### src/rtl/uart_mmio.sv
// Memory-mapped 8N1 UART: TXD/RXD/CON registers, TX holding register plus shifter,
// and an RX path that feeds a 4-entry receive FIFO.
module uart_mmio #(
  parameter int CLK_FREQ  = 100000000,
  parameter int BAUD_RATE = 9600
) (
  input  logic        clk,
  input  logic        reset,
  input  logic [31:0] addr,
  input  logic [31:0] wdata,
  input  logic [1:0]  rdop,
  input  logic [1:0]  wrop,
  output logic [31:0] rdata,
  output logic        hit,
  input  logic        Rx_Serial,
  output logic        Tx_Serial
);

  localparam int CLKS_PER_BIT = CLK_FREQ / BAUD_RATE;
  localparam int CNT_W = $clog2(CLKS_PER_BIT);
  localparam logic [CNT_W-1:0] BIT_LAST  = CNT_W'(CLKS_PER_BIT - 1);
  localparam logic [CNT_W-1:0] HALF_LAST = CNT_W'(CLKS_PER_BIT / 2 - 1);
  localparam logic [CNT_W-1:0] CNT_ONE   = CNT_W'(1);

  typedef enum logic [1:0] {S_IDLE, S_START, S_DATA, S_STOP} state_t;

  logic w_selTx, w_selRx, w_selCon, w_rdEn, w_wrEn;
  assign w_selTx  = (addr == 32'h4000_0018);
  assign w_selRx  = (addr == 32'h4000_001C);
  assign w_selCon = (addr == 32'h4000_0020);
  assign w_rdEn   = (rdop != 2'b10);
  assign w_wrEn   = (wrop != 2'b10);
  assign hit      = w_selTx | w_selRx | w_selCon;

  logic w_unused;
  assign w_unused = ^wdata[31:8];

  state_t           r_txState, w_txStateNext;
  logic [CNT_W-1:0] r_txCnt, w_txCntNext;
  logic [2:0]       r_txBit, w_txBitNext;
  logic [7:0]       r_txShift, w_txShiftNext;
  logic             r_txSerial, w_txSerialNext;
  logic [7:0]       r_txHold;
  logic             r_txHoldFull;
  logic             w_txLoad, w_txAccept, w_txBusy;

  // STOP reloads straight from the holding register so consecutive frames abut.
  always_comb begin
    w_txStateNext  = r_txState;
    w_txCntNext    = r_txCnt;
    w_txBitNext    = r_txBit;
    w_txShiftNext  = r_txShift;
    w_txSerialNext = r_txSerial;
    w_txLoad       = 1'b0;
    case (r_txState)
      S_IDLE: begin
        w_txSerialNext = 1'b1;
        if (r_txHoldFull) begin
          w_txLoad       = 1'b1;
          w_txShiftNext  = r_txHold;
          w_txCntNext    = '0;
          w_txSerialNext = 1'b0;
          w_txStateNext  = S_START;
        end
      end
      S_START: begin
        if (r_txCnt == BIT_LAST) begin
          w_txCntNext    = '0;
          w_txBitNext    = 3'd0;
          w_txSerialNext = r_txShift[0];
          w_txStateNext  = S_DATA;
        end else begin
          w_txCntNext = r_txCnt + CNT_ONE;
        end
      end
      S_DATA: begin
        if (r_txCnt == BIT_LAST) begin
          w_txCntNext = '0;
          if (r_txBit == 3'd7) begin
            w_txSerialNext = 1'b1;
            w_txStateNext  = S_STOP;
          end else begin
            w_txBitNext    = r_txBit + 3'd1;
            w_txShiftNext  = {1'b0, r_txShift[7:1]};
            w_txSerialNext = r_txShift[1];
          end
        end else begin
          w_txCntNext = r_txCnt + CNT_ONE;
        end
      end
      S_STOP: begin
        if (r_txCnt == BIT_LAST) begin
          w_txCntNext = '0;
          if (r_txHoldFull) begin
            w_txLoad       = 1'b1;
            w_txShiftNext  = r_txHold;
            w_txSerialNext = 1'b0;
            w_txStateNext  = S_START;
          end else begin
            w_txSerialNext = 1'b1;
            w_txStateNext  = S_IDLE;
          end
        end else begin
          w_txCntNext = r_txCnt + CNT_ONE;
        end
      end
      default: w_txStateNext = S_IDLE;
    endcase
  end

  assign w_txAccept = w_wrEn & w_selTx & (~r_txHoldFull | w_txLoad);
  assign w_txBusy   = (r_txState != S_IDLE);
  assign Tx_Serial  = r_txSerial;

  always_ff @(posedge clk) begin
    if (reset) begin
      r_txState    <= S_IDLE;
      r_txCnt      <= '0;
      r_txBit      <= 3'd0;
      r_txShift    <= 8'd0;
      r_txSerial   <= 1'b1;
      r_txHold     <= 8'd0;
      r_txHoldFull <= 1'b0;
    end else begin
      r_txState  <= w_txStateNext;
      r_txCnt    <= w_txCntNext;
      r_txBit    <= w_txBitNext;
      r_txShift  <= w_txShiftNext;
      r_txSerial <= w_txSerialNext;
      if (w_txAccept) begin
        r_txHold     <= wdata[7:0];
        r_txHoldFull <= 1'b1;
      end else if (w_txLoad) begin
        r_txHoldFull <= 1'b0;
      end
    end
  end

  logic [1:0]       r_rxSync;
  logic             w_rxs;
  state_t           r_rxState, w_rxStateNext;
  logic [CNT_W-1:0] r_rxCnt, w_rxCntNext;
  logic [2:0]       r_rxBit, w_rxBitNext;
  logic [7:0]       r_rxShift, w_rxShiftNext;
  logic             w_rxDone, w_rxFrmErr;

  assign w_rxs = r_rxSync[1];

  // START samples mid-bit; a high level there means the falling edge was a glitch.
  always_comb begin
    w_rxStateNext = r_rxState;
    w_rxCntNext   = r_rxCnt;
    w_rxBitNext   = r_rxBit;
    w_rxShiftNext = r_rxShift;
    w_rxDone      = 1'b0;
    w_rxFrmErr    = 1'b0;
    case (r_rxState)
      S_IDLE: begin
        if (!w_rxs) begin
          w_rxCntNext   = '0;
          w_rxStateNext = S_START;
        end
      end
      S_START: begin
        if (r_rxCnt == HALF_LAST) begin
          w_rxCntNext   = '0;
          w_rxBitNext   = 3'd0;
          w_rxStateNext = w_rxs ? S_IDLE : S_DATA;
        end else begin
          w_rxCntNext = r_rxCnt + CNT_ONE;
        end
      end
      S_DATA: begin
        if (r_rxCnt == BIT_LAST) begin
          w_rxCntNext   = '0;
          w_rxShiftNext = {w_rxs, r_rxShift[7:1]};
          if (r_rxBit == 3'd7) w_rxStateNext = S_STOP;
          else                 w_rxBitNext   = r_rxBit + 3'd1;
        end else begin
          w_rxCntNext = r_rxCnt + CNT_ONE;
        end
      end
      S_STOP: begin
        if (r_rxCnt == BIT_LAST) begin
          w_rxCntNext   = '0;
          w_rxStateNext = S_IDLE;
          w_rxDone      = w_rxs;
          w_rxFrmErr    = ~w_rxs;
        end else begin
          w_rxCntNext = r_rxCnt + CNT_ONE;
        end
      end
      default: w_rxStateNext = S_IDLE;
    endcase
  end

  always_ff @(posedge clk) begin
    if (reset) begin
      r_rxSync  <= 2'b11;
      r_rxState <= S_IDLE;
      r_rxCnt   <= '0;
      r_rxBit   <= 3'd0;
      r_rxShift <= 8'd0;
    end else begin
      r_rxSync  <= {r_rxSync[0], Rx_Serial};
      r_rxState <= w_rxStateNext;
      r_rxCnt   <= w_rxCntNext;
      r_rxBit   <= w_rxBitNext;
      r_rxShift <= w_rxShiftNext;
    end
  end

  logic [7:0] r_fifo [4];
  logic [1:0] r_wp, r_rp;
  logic [2:0] r_count;
  logic       r_overrun, r_frmErr;
  logic       w_pop, w_push, w_full, w_overrunSet;

  // A pop in the same cycle frees a slot, so a push into a full FIFO still lands.
  assign w_pop        = w_rdEn & w_selRx & (r_count != 3'd0);
  assign w_full       = (r_count == 3'd4);
  assign w_push       = w_rxDone & (~w_full | w_pop);
  assign w_overrunSet = w_rxDone & w_full & ~w_pop;

  always_ff @(posedge clk) begin
    if (w_push) r_fifo[r_wp] <= r_rxShift;
  end

  always_ff @(posedge clk) begin
    if (reset) begin
      r_wp      <= 2'd0;
      r_rp      <= 2'd0;
      r_count   <= 3'd0;
      r_overrun <= 1'b0;
      r_frmErr  <= 1'b0;
    end else begin
      if (w_push) r_wp <= r_wp + 2'd1;
      if (w_pop)  r_rp <= r_rp + 2'd1;
      case ({w_push, w_pop})
        2'b10:   r_count <= r_count + 3'd1;
        2'b01:   r_count <= r_count - 3'd1;
        default: r_count <= r_count;
      endcase
      if (w_overrunSet)                        r_overrun <= 1'b1;
      else if (w_wrEn && w_selCon && wdata[3]) r_overrun <= 1'b0;
      if (w_rxFrmErr)                          r_frmErr  <= 1'b1;
      else if (w_wrEn && w_selCon && wdata[4]) r_frmErr  <= 1'b0;
    end
  end

  always_comb begin
    rdata = 32'd0;
    if (w_rdEn) begin
      if (w_selRx && (r_count != 3'd0)) rdata = {24'd0, r_fifo[r_rp]};
      else if (w_selCon)
        rdata = {27'd0, r_frmErr, r_overrun, (r_count != 3'd0), r_txHoldFull, w_txBusy};
    end
  end

endmodule

### config.mk
export PLATFORM = sky130hd
export DESIGN_NAME = uart_mmio
export DESIGN_NICKNAME = d
export VERILOG_FILES = /design/src/rtl/uart_mmio.sv
export SDC_FILE = /design/constraint.sdc
export NUM_CORES = 1
export LEC_CHECK = 0
export CAP_MARGIN = 10
export CORE_MARGIN = 3
export CORE_UTILIZATION = 45
export CTS_CLUSTER_DIAMETER = 80
export DETAILED_ROUTE_END_ITERATION = 10
export PLACE_DENSITY = 0.71
export SYNTH_ARGS = -nofsm -noshare
export SYNTH_HDL_FRONTEND = slang
export SYNTH_SLANG_ARGS = --single-unit
### constraint.sdc
create_clock -name clk -period 3.5 [get_ports clk]
set_input_delay 0.35 -clock clk [delete_from_list [all_inputs] [get_ports clk]]
set_output_delay 0.35 -clock clk [all_outputs]
set_load 0.05 [all_outputs]
==> impl_metrics.py, run 1 <==
metrics = {
    "grt": {
        "grt_antenna_before_repair": 0,
        "overflow": 0,
        "grt_first_pass_wirelength_mm": 18.8,
        "gr-usage-all-layers_pct": 17.3,
        "grt_pass1_vias": 3955,
        "grt_max_degree": 58,
    },
    "drt": {
        "vias": 4258,
        "drcViolationCount": 0,
        "drt_pass1_iterations": 5,
        "wire_per_inst_um": 15.5,
        "viasPerCell": 5.65,
        "postRouteAntennaNets": 0,
        "wirelength_mm": 11.7,
        "first_iter_violations": 451,
    },
    "logic_synthesis": {
        "netlist.area_leader.share_pct": 28.0,
        "syn-instance-count": 559,
        "synth_area_leaders": "dfxtp_1, edfxtp_1, mux2i_1, nand2_1, ha_1",
        "yosys_warnings": 0,
        "yosys.area.top_type": "dfxtp_1",
        "ys_types": 65,
        "ys_top_cells_by_count": "dfxtp_1, nand2_1, nor2_1",
        "ys.flop_type": "dfxtp_1",
        "ys_seq_area_share_pct": 45.4,
        "syn-cell-area_um2": 5510,
        "ys_ff_latch": 109,
        "synth_edf_count": 32,
        "synth_most_common_cell": "dfxtp_1",
        "async_flop_share_pct": 0,
        "syn_area_per_cell_um2": 9.85,
    },
    "worst_setup_path": {
        "critPathSlowestCell": "clkdlybuf4s50_1",
        "cp-start-kind": "input pin",
        "critPathKind": "in2out",
        "worstPathRequired_ns": 3.15,
        "critPathCaptureType": "output pin",
        "critPathBufInv": 2,
        "worstPathArrival_ns": 2.66,
        "critPathMaxFanout": 5,
        "path_cells": "clkdlybuf4s50_1 -> nor4b_1 -> nand4_1 -> nor2_1 -> nand2_1 -> nor2_1 -> clkdlybuf4s50_1",
        "crit_family": "buffers and inverters",
        "slowest_delay_ns": 0.82,
    },
    "final_layout": {
        "final_util_pct": 54.4,
        "final_nets": 694,
        "seqCellArea_um2": 2500,
        "multiInputGateArea_um2": 2710,
        "drive_gt1_share_pct": 10.1,
        "diodes": 0,
        "syn_to_final_growth_pct": 15.7,
        "nFillCells": 1019,
    },
    "sta": {
        "worstMarginPinSlew_ns": 0.741,
        "rsz0062_at_grt": "no",
        "clock_skew_ns": 0.00763,
        "slew_headroom_pct": 50.3,
        "slew_violations": 0,
        "fin_crit_ns": 3.01,
        "fin_crit_sh_pct": 85.9,
        "setup_viol": 0,
        "max_freq_mhz": 333,
        "holdWs_ns": 0.425,
        "layout_setup_ws_ns": 0.494,
        "hold_violations": 0,
        "finalSetupTns_ns": 0,
    },
    "flow_run": {
        "drv_cap": 0,
    },
    "floorplanning": {
        "fp.dieW_um": 117,
        "dieArea_um2": 13600,
        "start_util_pct": 47.0,
        "ios": 105,
        "die_h_um": 117,
        "core_um2": 11700,
        "rows": 39,
    },
    "clocking": {
        "cts_made_buffers": 9,
        "cts.htree.levels": 3,
        "path_clk_slew_ns": 0.08,
        "cts_max_path_buffers": 2,
        "cts_setup_buffers": 0,
        "clock-root-buffer": "clkbuf_16",
        "cts_tree": "yes",
        "cts_resized": 0,
        "cts_hold_buf": 0,
        "clock-sinks": 109,
        "clock_latency_ns": 0.34,
    },
    "placement": {
        "gp_congestion": 0.826,
        "dp.final_hpwl_mm": 8.28,
        "place_ws_ns": 0.230,
        "port_buffers": 56,
    },
    "power": {
        "power_w": 0.00268,
        "ir_drop_mv": 0.212,
        "power.density_nw_per_um2": 421,
        "leakage_nw": 2.33,
    },
    "worst_hold_path": {
        "hp-class": "reg2reg",
    },
    "status": {
        "outcome": "complete, no violations",
    },
}
[flip-flops by register name (all words and copies together) (netlist names), 3 cells and up, named ones only]
| signal | cells |
|---|---|
| r_rxCnt | 14 |
| r_fifo | 32 |
| r_count | 3 |
| r_txBit | 3 |
| r_rxShift | 8 |
| r_txShift | 8 |
| r_txHold | 8 |
| r_rxBit | 3 |
| r_txCnt | 14 |
[path summary, 6_finish.rpt]
kind              slack [ns]                     from  cells after the start                      end
setup reg to reg        0.64  r_rxCnt[0]$_SDFFE_PP0P_                     10  r_count[2]$_SDFFE_PP0P_
hold reg to reg         0.42   r_rxSync[0]$_SDFF_PP1_                      1   r_rxSync[1]$_SDFF_PP1_
setup / recovery        0.49                 addr[27]                      7                 rdata[2]
hold / removal          0.42   r_rxSync[0]$_SDFF_PP1_                      1   r_rxSync[1]$_SDFF_PP1_
[cell usage in the layout, fill, tap and decap left out, types with 4 or more instances in the layout]
| master | synthesis | final |
|---|---|---|
| nand2_1 | 64 | 64 |
| a311oi_1 | 11 | 11 |
| nor4_1 | 11 | 11 |
| and2_1 | 11 | 11 |
| nand3_1 | 15 | 15 |
| and3_1 | 5 | 5 |
| and4_1 | 4 | 4 |
| a211oi_1 | 4 | 4 |
| nand4_1 | 8 | 8 |
| buf_4 | 24 | 15 |
| inv_1 | 19 | 19 |
| dfxtp_1 | 77 | 77 |
| mux2i_1 | 28 | 28 |
| mux4_2 | 8 | 8 |
| ha_1 | 16 | 16 |
| edfxtp_1 | 32 | 32 |
| conb_1 | 1 | 24 |
| or4_1 | 4 | 4 |
| a22o_1 | 9 | 9 |
| o21ai_0 | 19 | 19 |
| nor2_1 | 43 | 43 |
| a31oi_1 | 5 | 5 |
| nor2b_1 | 5 | 5 |
| a21oi_1 | 18 | 18 |
| or2_2 | 4 | 4 |
| nor3_1 | 12 | 12 |
| clkdlybuf4s50_1 | 0 | 48 |
| or3_1 | 5 | 5 |
| xnor2_1 | 4 | 4 |
| a41oi_1 | 4 | 4 |
| mux2_2 | 12 | 12 |
| clkbuf_16 | 0 | 9 |
[worst register-to-register path: stages, from the launching register on]
cell,delay [ns]
dfxtp_1,0.37
ha_1,0.28
and3_1,0.27
nand4_1,0.09
buf_4,0.15
or2_2,0.13
nand2_1,0.06
fa_1,0.38
or4_1,0.54
mux2i_1,0.16
mux2_2,0.34
[power breakdown]
part | internal (W) | switching [W] | total [W]
Sequential | 0.00130 | 0.0000193 | 0.00132
Combinational | 0.000124 | 0.000226 | 0.000350
Clock | 0.000508 | 0.000500 | 0.00101
[metrics by stage]
step	instance area (um^2)	instances
after floorplan	5590	582
after global placement	6070	738
after detailed placement	6070	738
after CTS	6370	754
after global routing	6370	754
final	6370	754
[logic make-up after synthesis]
family / Yosys count / synth area share (%)
AOI/OAI and AO/OA: 96 / 12.2
xor gates and xnor gates: 5 / 0.795
adders and majority gates: 17 / 4.00
buffers and inverters: 71 / 6.86
DFF: 109 / 45.4
muxes: 48 / 10.8
other: 1 / 0.0681
and+or+nand+nor: 212 / 19.8
[layer usage]
layer	part of all wire (%)	track usage [%]	routed length [um]	vias to the layer above
li1	-	-	-	2093
met1	45	22.7	5220	2019
met2	48	29.7	5600	138
met3	6.6	2.38	777	8
met4	0.83	5.12	97	0
met5	0	0	0	-
[area by class of cell]
| cell class | count | share of cell area (%) |
|---|---|---|
| multi-input combinational | 402 | 42.6 |
| sequential | 109 | 39.3 |
| timing repair buffer | 64 | 9.39 |
| clock buffer | 9 | 3.54 |
| tap | 143 | 2.81 |
| clock inverter | 7 | 1.22 |
| inverter | 20 | 1.18 |
Power figures use the tool's default switching activity.
==> run 2: changes to the inputs <==
Settings changed: PLACE_DENSITY 0.71 to 0.73.
Clock period 3.5 ns to 2.4 ns, I/O delays scaled along.
==> run 2 against run 1 <==
Compared with the run above:
- clock skew grew 0.0066 ns
- die area did not move
- via count rose by 4.4%
- flip-flop and latch count unchanged
- final cell count grew 6.8%
- highest routed layer unchanged
- core utilization grew 6.0 points
==> impl_metrics.py, run 2 (synthesis results as in run 1) <==
metrics = {
    "status": {
        "outcome": "complete, no violations",
    },
    "clocking": {
        "path_clk_slew_ns": 0.07,
        "clock-sinks": 109,
        "cts.htree.levels": 3,
        "clock-root-buffer": "clkbuf_16",
        "clock_latency_ns": 0.35,
        "cts_max_path_buffers": 2,
        "cts_made_buffers": 9,
        "cts_tree": "yes",
    },
    "final_layout": {
        "layout_common_cells": "dfxtp_1, nand2_1, buf_4",
        "top_regs": "r_fifo (32), r_rxCnt (14), r_txCnt (14)",
        "largest_reg_flops": 32,
        "seqCellArea_um2": 2510,
        "layout_commonest_cell": "dfxtp_1",
        "largest-register": "r_fifo",
        "diodes": 0,
        "drive_gt1_share_pct": 21.5,
        "multiInputGateArea_um2": 2870,
        "nFillCells": 954,
        "syn_to_final_growth_pct": 28.5,
        "final_util_pct": 60.4,
        "final_nets": 745,
    },
    "grt": {
        "overflow": 0,
        "gr-usage-all-layers_pct": 17.6,
        "grt_pass1_vias": 4163,
        "grt_antenna_before_repair": 0,
        "grt_first_pass_wirelength_mm": 19.3,
        "grt_max_degree": 44,
    },
    "worst_setup_path": {
        "cp-start-kind": "input pin",
        "timing.rr.start": "r_txCnt[12]$_SDFFE_PP0P_",
        "critPathCaptureType": "register",
        "r2r_end": "r_txShift[0]$_SDFFE_PP0P_",
        "worstPathRequired_ns": 2.63,
        "crit_path_end": "r_count[2]$_SDFFE_PP0P_",
        "startpoint": "addr[6]",
        "reg2reg_depth": 5,
        "worstPathArrival_ns": 2.57,
        "r2r_slack_ns": 0.06,
        "critPathKind": "in2reg",
        "critPathMaxFanout": 3,
    },
    "sta": {
        "slew_headroom_pct": 53.7,
        "holdWs_ns": 0.361,
        "fin_crit_sh_pct": 97.8,
        "setup_viol": 0,
        "layout_setup_ws_ns": 0.0535,
        "hold_violations": 0,
        "fin_crit_ns": 2.35,
        "clock_skew_ns": 0.0142,
        "max_freq_mhz": 426,
        "rsz0062_at_grt": "yes",
        "slew_violations": 0,
        "worstMarginPinSlew_ns": 0.693,
    },
    "drt": {
        "wl_met1_mm": 5.54,
        "top_layer": "met4",
        "viasPerCell": 5.52,
        "first_iter_violations": 363,
        "drcViolationCount": 0,
        "met3_length_um": 653,
        "dr_wl_met2_mm": 5.87,
        "wirelength_mm": 12.2,
        "vias": 4445,
        "wire_per_inst_um": 15.2,
        "postRouteAntennaNets": 0,
        "drt_pass1_iterations": 4,
    },
    "placement": {
        "place_ws_ns": -0.564,
        "gp_congestion": 0.864,
        "port_buffers": 56,
        "dp.final_hpwl_mm": 8.58,
    },
    "flow_run": {
        "drv_cap": 0,
    },
    "power": {
        "power.density_nw_per_um2": 561,
        "ir_drop_mv": 0.448,
        "leakage_nw": 2.73,
    },
    "floorplanning": {
        "start_util_pct": 47.0,
        "dieArea_um2": 13600,
        "ios": 105,
        "fp.dieW_um": 117,
        "rows": 39,
        "core_um2": 11700,
        "die_h_um": 117,
    },
    "worst_hold_path": {
        "hp-class": "in2reg",
    },
}
-- run 2: worst min path at each step --
stage | start | end | slack, ns | depth (start not counted)
6_report | reset | register | 0.36 | 3
5_1_grt | reset | register | 0.38 | 3
4_1_cts | reset | r_rp[0]$_SDFFE_PP0P_ | 0.35 | 3
3_5_place_dp | r_rxSync[0]$_SDFF_PP1_ | r_rxSync[1]$_SDFF_PP1_ | 0.42 | 1
3_3_place_gp | r_rxSync[0]$_SDFF_PP1_ | r_rxSync[1]$_SDFF_PP1_ | 0.41 | 1
2_1_floorplan | Rx_Serial | r_rxSync[0]$_SDFF_PP1_ | 0.34 | 1
-- run 2: critical path: stages --
cell and delay (ns):
dlygate4sd2_1 0.26, nor4_4 0.31, and3_4 0.25, and4_4 0.23, nand2_2 0.06, fa_2 0.35
or4_1 0.39, mux2i_1 0.14, mux2_2 0.35
-- run 2: power by group --
group	leakage (nW)	internal, W	total [W]	switching (W)
Clock	0.148	0.000750	0.00149	0.000745
Combinational	1.66	0.000197	0.000548	0.000351
Sequential	0.919	0.00190	0.00193	0.0000258
-- run 2: timing repair --
item,in CTS,in global routing
setup endpoints to repair,19,31
pin swaps,14,20
resized for setup,35,26
hold buffers,0,0
setup buffers,9,7
-- run 2: cell type report --
cell class / instances / share of cell area [%]
clock buffer: 9 / 3.18
clock inverter: 7 / 1.24
inverter: 20 / 1.06
multi-input combinational: 402 / 40.6
sequential: 109 / 35.4
tap: 143 / 2.53
timing repair buffer: 115 / 15.9
-- run 2: per-stage QoR --
stage,instances,power (W),cell area [um^2],setup TNS [ns]
detailed placement,773,0.00249,6540,-4.42
finish,805,0.00397,7080,0
global route,805,0.00413,7080,-0.0814
global placement,773,0.00248,6540,-3.00
CTS,798,0.00398,6940,-0.465
floorplan,582,0.00235,5640,-0.0718
-- run 2: layer usage --
metal,track usage (%),vias up
met2,29.7,117
li1,-,2198
met1,22.8,2116
met5,0,-
met3,3.58,14
met4,5.35,0
==> run 3: changes to the inputs <==
Clock period 2.4 ns to 2.1 ns, I/O delays scaled along.
==> run 3 against run 2 <==
Compared with the run above:
- the flow now finishes with violations (setup timing)
- final area increased by 5.7%
- hold slack got worse by 0.13 ns
- combinational power increased by 29%
- core utilization increased by 3.5 points
- critical path depth unchanged
- global-route usage increased by 1.8 points
- die area unchanged
- non-clock buffer count increased by 34
- total power increased by 15%
- register-to-register slack got worse by 0.34 ns
- first-iteration DRC count decreased by 26%
- sequential share of layout area decreased by 1.9 points
==> impl_metrics.py, run 3 (synthesis results as in run 1) <==
metrics = {
    "sta": {
        "setup_viol": 54,
        "hold_violations": 0,
        "rsz0062_at_grt": "yes",
        "slew_violations": 0,
        "fin_crit_sh_pct": 113,
        "layout_setup_ws_ns": -0.278,
        "clock_skew_ns": 0.00659,
        "holdWs_ns": 0.230,
        "max_freq_mhz": 420,
        "finalSetupTns_ns": -5.73,
        "fin_crit_ns": 2.38,
    },
    "drt": {
        "vias": 4666,
        "viasPerCell": 5.56,
        "wire_per_inst_um": 16.0,
        "wirelength_mm": 13.4,
        "drcViolationCount": 0,
        "first_iter_violations": 270,
        "drt_pass1_iterations": 5,
        "postRouteAntennaNets": 0,
    },
    "placement": {
        "port_buffers": 56,
        "gp_congestion": 0.921,
        "dpl_cell_area_um2": 6750,
        "place_ws_ns": -0.859,
        "dp.final_hpwl_mm": 9.19,
    },
    "floorplanning": {
        "rows": 39,
        "start_util_pct": 47.0,
        "ios": 105,
        "die_h_um": 117,
        "dieArea_um2": 13600,
        "core_um2": 11700,
        "fp.dieW_um": 117,
    },
    "worst_setup_path": {
        "critPathMaxFanout": 2,
        "r2r_end": "r_count[2]$_SDFFE_PP0P_",
        "worstPathRequired_ns": 2.34,
        "reg2reg_depth": 9,
        "timing.rr.start": "r_rxCnt[0]$_SDFFE_PP0P_",
        "critPathCaptureType": "register",
        "critPathKind": "reg2reg",
        "startpoint": "r_rxCnt[0]$_SDFFE_PP0P_",
        "cp-start-kind": "register",
        "r2r_slack_ns": -0.28,
        "worstPathArrival_ns": 2.62,
    },
    "grt": {
        "grt_antenna_before_repair": 0,
        "grt_first_pass_wirelength_mm": 21.0,
        "grt_max_degree": 25,
        "grt_pass1_vias": 4463,
        "gr-usage-all-layers_pct": 19.4,
        "overflow": 0,
    },
    "final_layout": {
        "final_util_pct": 63.9,
        "final_nets": 779,
        "top_regs": "r_fifo (32), r_rxCnt (14), r_txCnt (14)",
        "diodes": 0,
        "layout_common_cells": "buf_4, dfxtp_1, nand2_1",
        "layout_commonest_cell": "buf_4",
        "syn_to_final_growth_pct": 35.9,
        "stdcell_area_um2": 7480,
        "largest_reg_flops": 32,
        "largest-register": "r_fifo",
        "drive_gt1_share_pct": 30.9,
    },
    "clocking": {
        "cts_hold_buf": 0,
        "path_clk_slew_ns": 0.07,
        "clock-sinks": 109,
        "cts.htree.levels": 3,
        "cts_made_buffers": 9,
        "clock_latency_ns": 0.35,
        "cts_tree": "yes",
        "clock-root-buffer": "clkbuf_16",
        "cts_max_path_buffers": 2,
    },
    "power": {
        "ir_drop_mv": 0.348,
        "leakage_nw": 2.96,
        "power.density_nw_per_um2": 612,
    },
    "worst_hold_path": {
        "hp-class": "in2reg",
        "holdPathStages": 2,
        "hold-path-endpoint": "r_rxShift[5]$_SDFFE_PP0P_",
        "hold_start": "reset",
    },
    "status": {
        "violations": "setup timing",
        "outcome": "complete, but fails checks",
    },
    "flow_run": {
        "drv_cap": 0,
    },
}
-- run 3: changes by cell type in the layout (fill, tap and decap cells not counted), moves of 5 or more --
cell,previous run,this run
buf_4,54,86
dlygate4sd2_1,22,10
buf_6,0,10
clkbuf_2,1,8
and2_1,11,5
and2_4,0,6
dfxtp_2,2,8
dfxtp_1,74,69
nor4_4,3,8
-- run 3: per-layer routing --
| metal | vias to the layer above | global-route usage, % | part of all wire (%) |
|---|---|---|---|
| li1 | 2270 | - | - |
| met1 | 2223 | 24.7 | 43 |
| met2 | 161 | 33.1 | 49 |
| met3 | 12 | 4.04 | 6.5 |
| met4 | 0 | 5.96 | 1.3 |
| met5 | - | 0 | 0 |
-- run 3: repair_timing --
action,in CTS,in global routing
buffers inserted,15,10
pin swaps,27,27
endpoints found under the setup margin,71,72
gates resized for setup,80,54
-- run 3: worst max-delay path by stage --
stage | end | slack [ns] | depth (start not counted)
after floorplan | r_count[2]$_SDFFE_PP0P_ | -0.37 | 10
after global placement | r_count[2]$_SDFFE_PP0P_ | -0.83 | 9
after detailed placement | r_count[2]$_SDFFE_PP0P_ | -0.86 | 9
after CTS | r_count[2]$_SDFFE_PP0P_ | -0.25 | 9
after global routing | r_count[2]$_SDFFE_PP0P_ | -0.35 | 9
final | r_count[2]$_SDFFE_PP0P_ | -0.28 | 9
-- run 3: stage by stage --
step | std cells | total power, W
after detailed placement | 803 | 0.00290
final | 839 | 0.00458
after CTS | 834 | 0.00457
after global placement | 803 | 0.00288
after floorplan | 582 | 0.00268
after global routing | 839 | 0.00475
-- run 3: final cells by class --
| cell class | instances | area, um^2 |
|---|---|---|
| sequential | 109 | 2510 |
| inverter | 20 | 75.1 |
| multi-input combinational | 402 | 3080 |
| timing repair buffer | 149 | 1340 |
| tap | 143 | 179 |
| clock buffer | 9 | 225 |
| clock inverter | 7 | 71.3 |
| fill | 933 | 4230 |
-- run 3: where the power goes --
group	leakage [nW]	total [W]	internal [W]	switching, W
registers	0.921	0.00219	0.00217	0.0000162
clock network	0.146	0.00168	0.000843	0.000836
logic	1.89	0.000708	0.000265	0.000444
total	2.96	0.00458	0.00328	0.00130
-- run 3: critical path: stages, from the launching register on --
cell	delay, ns
dfxtp_2	0.34
ha_4	0.15
and3_4	0.14
nand4_1	0.11
or2_4	0.17
nand2_4	0.05
fa_2	0.38
or4_1	0.43
mux2i_1	0.16
mux2_2	0.34
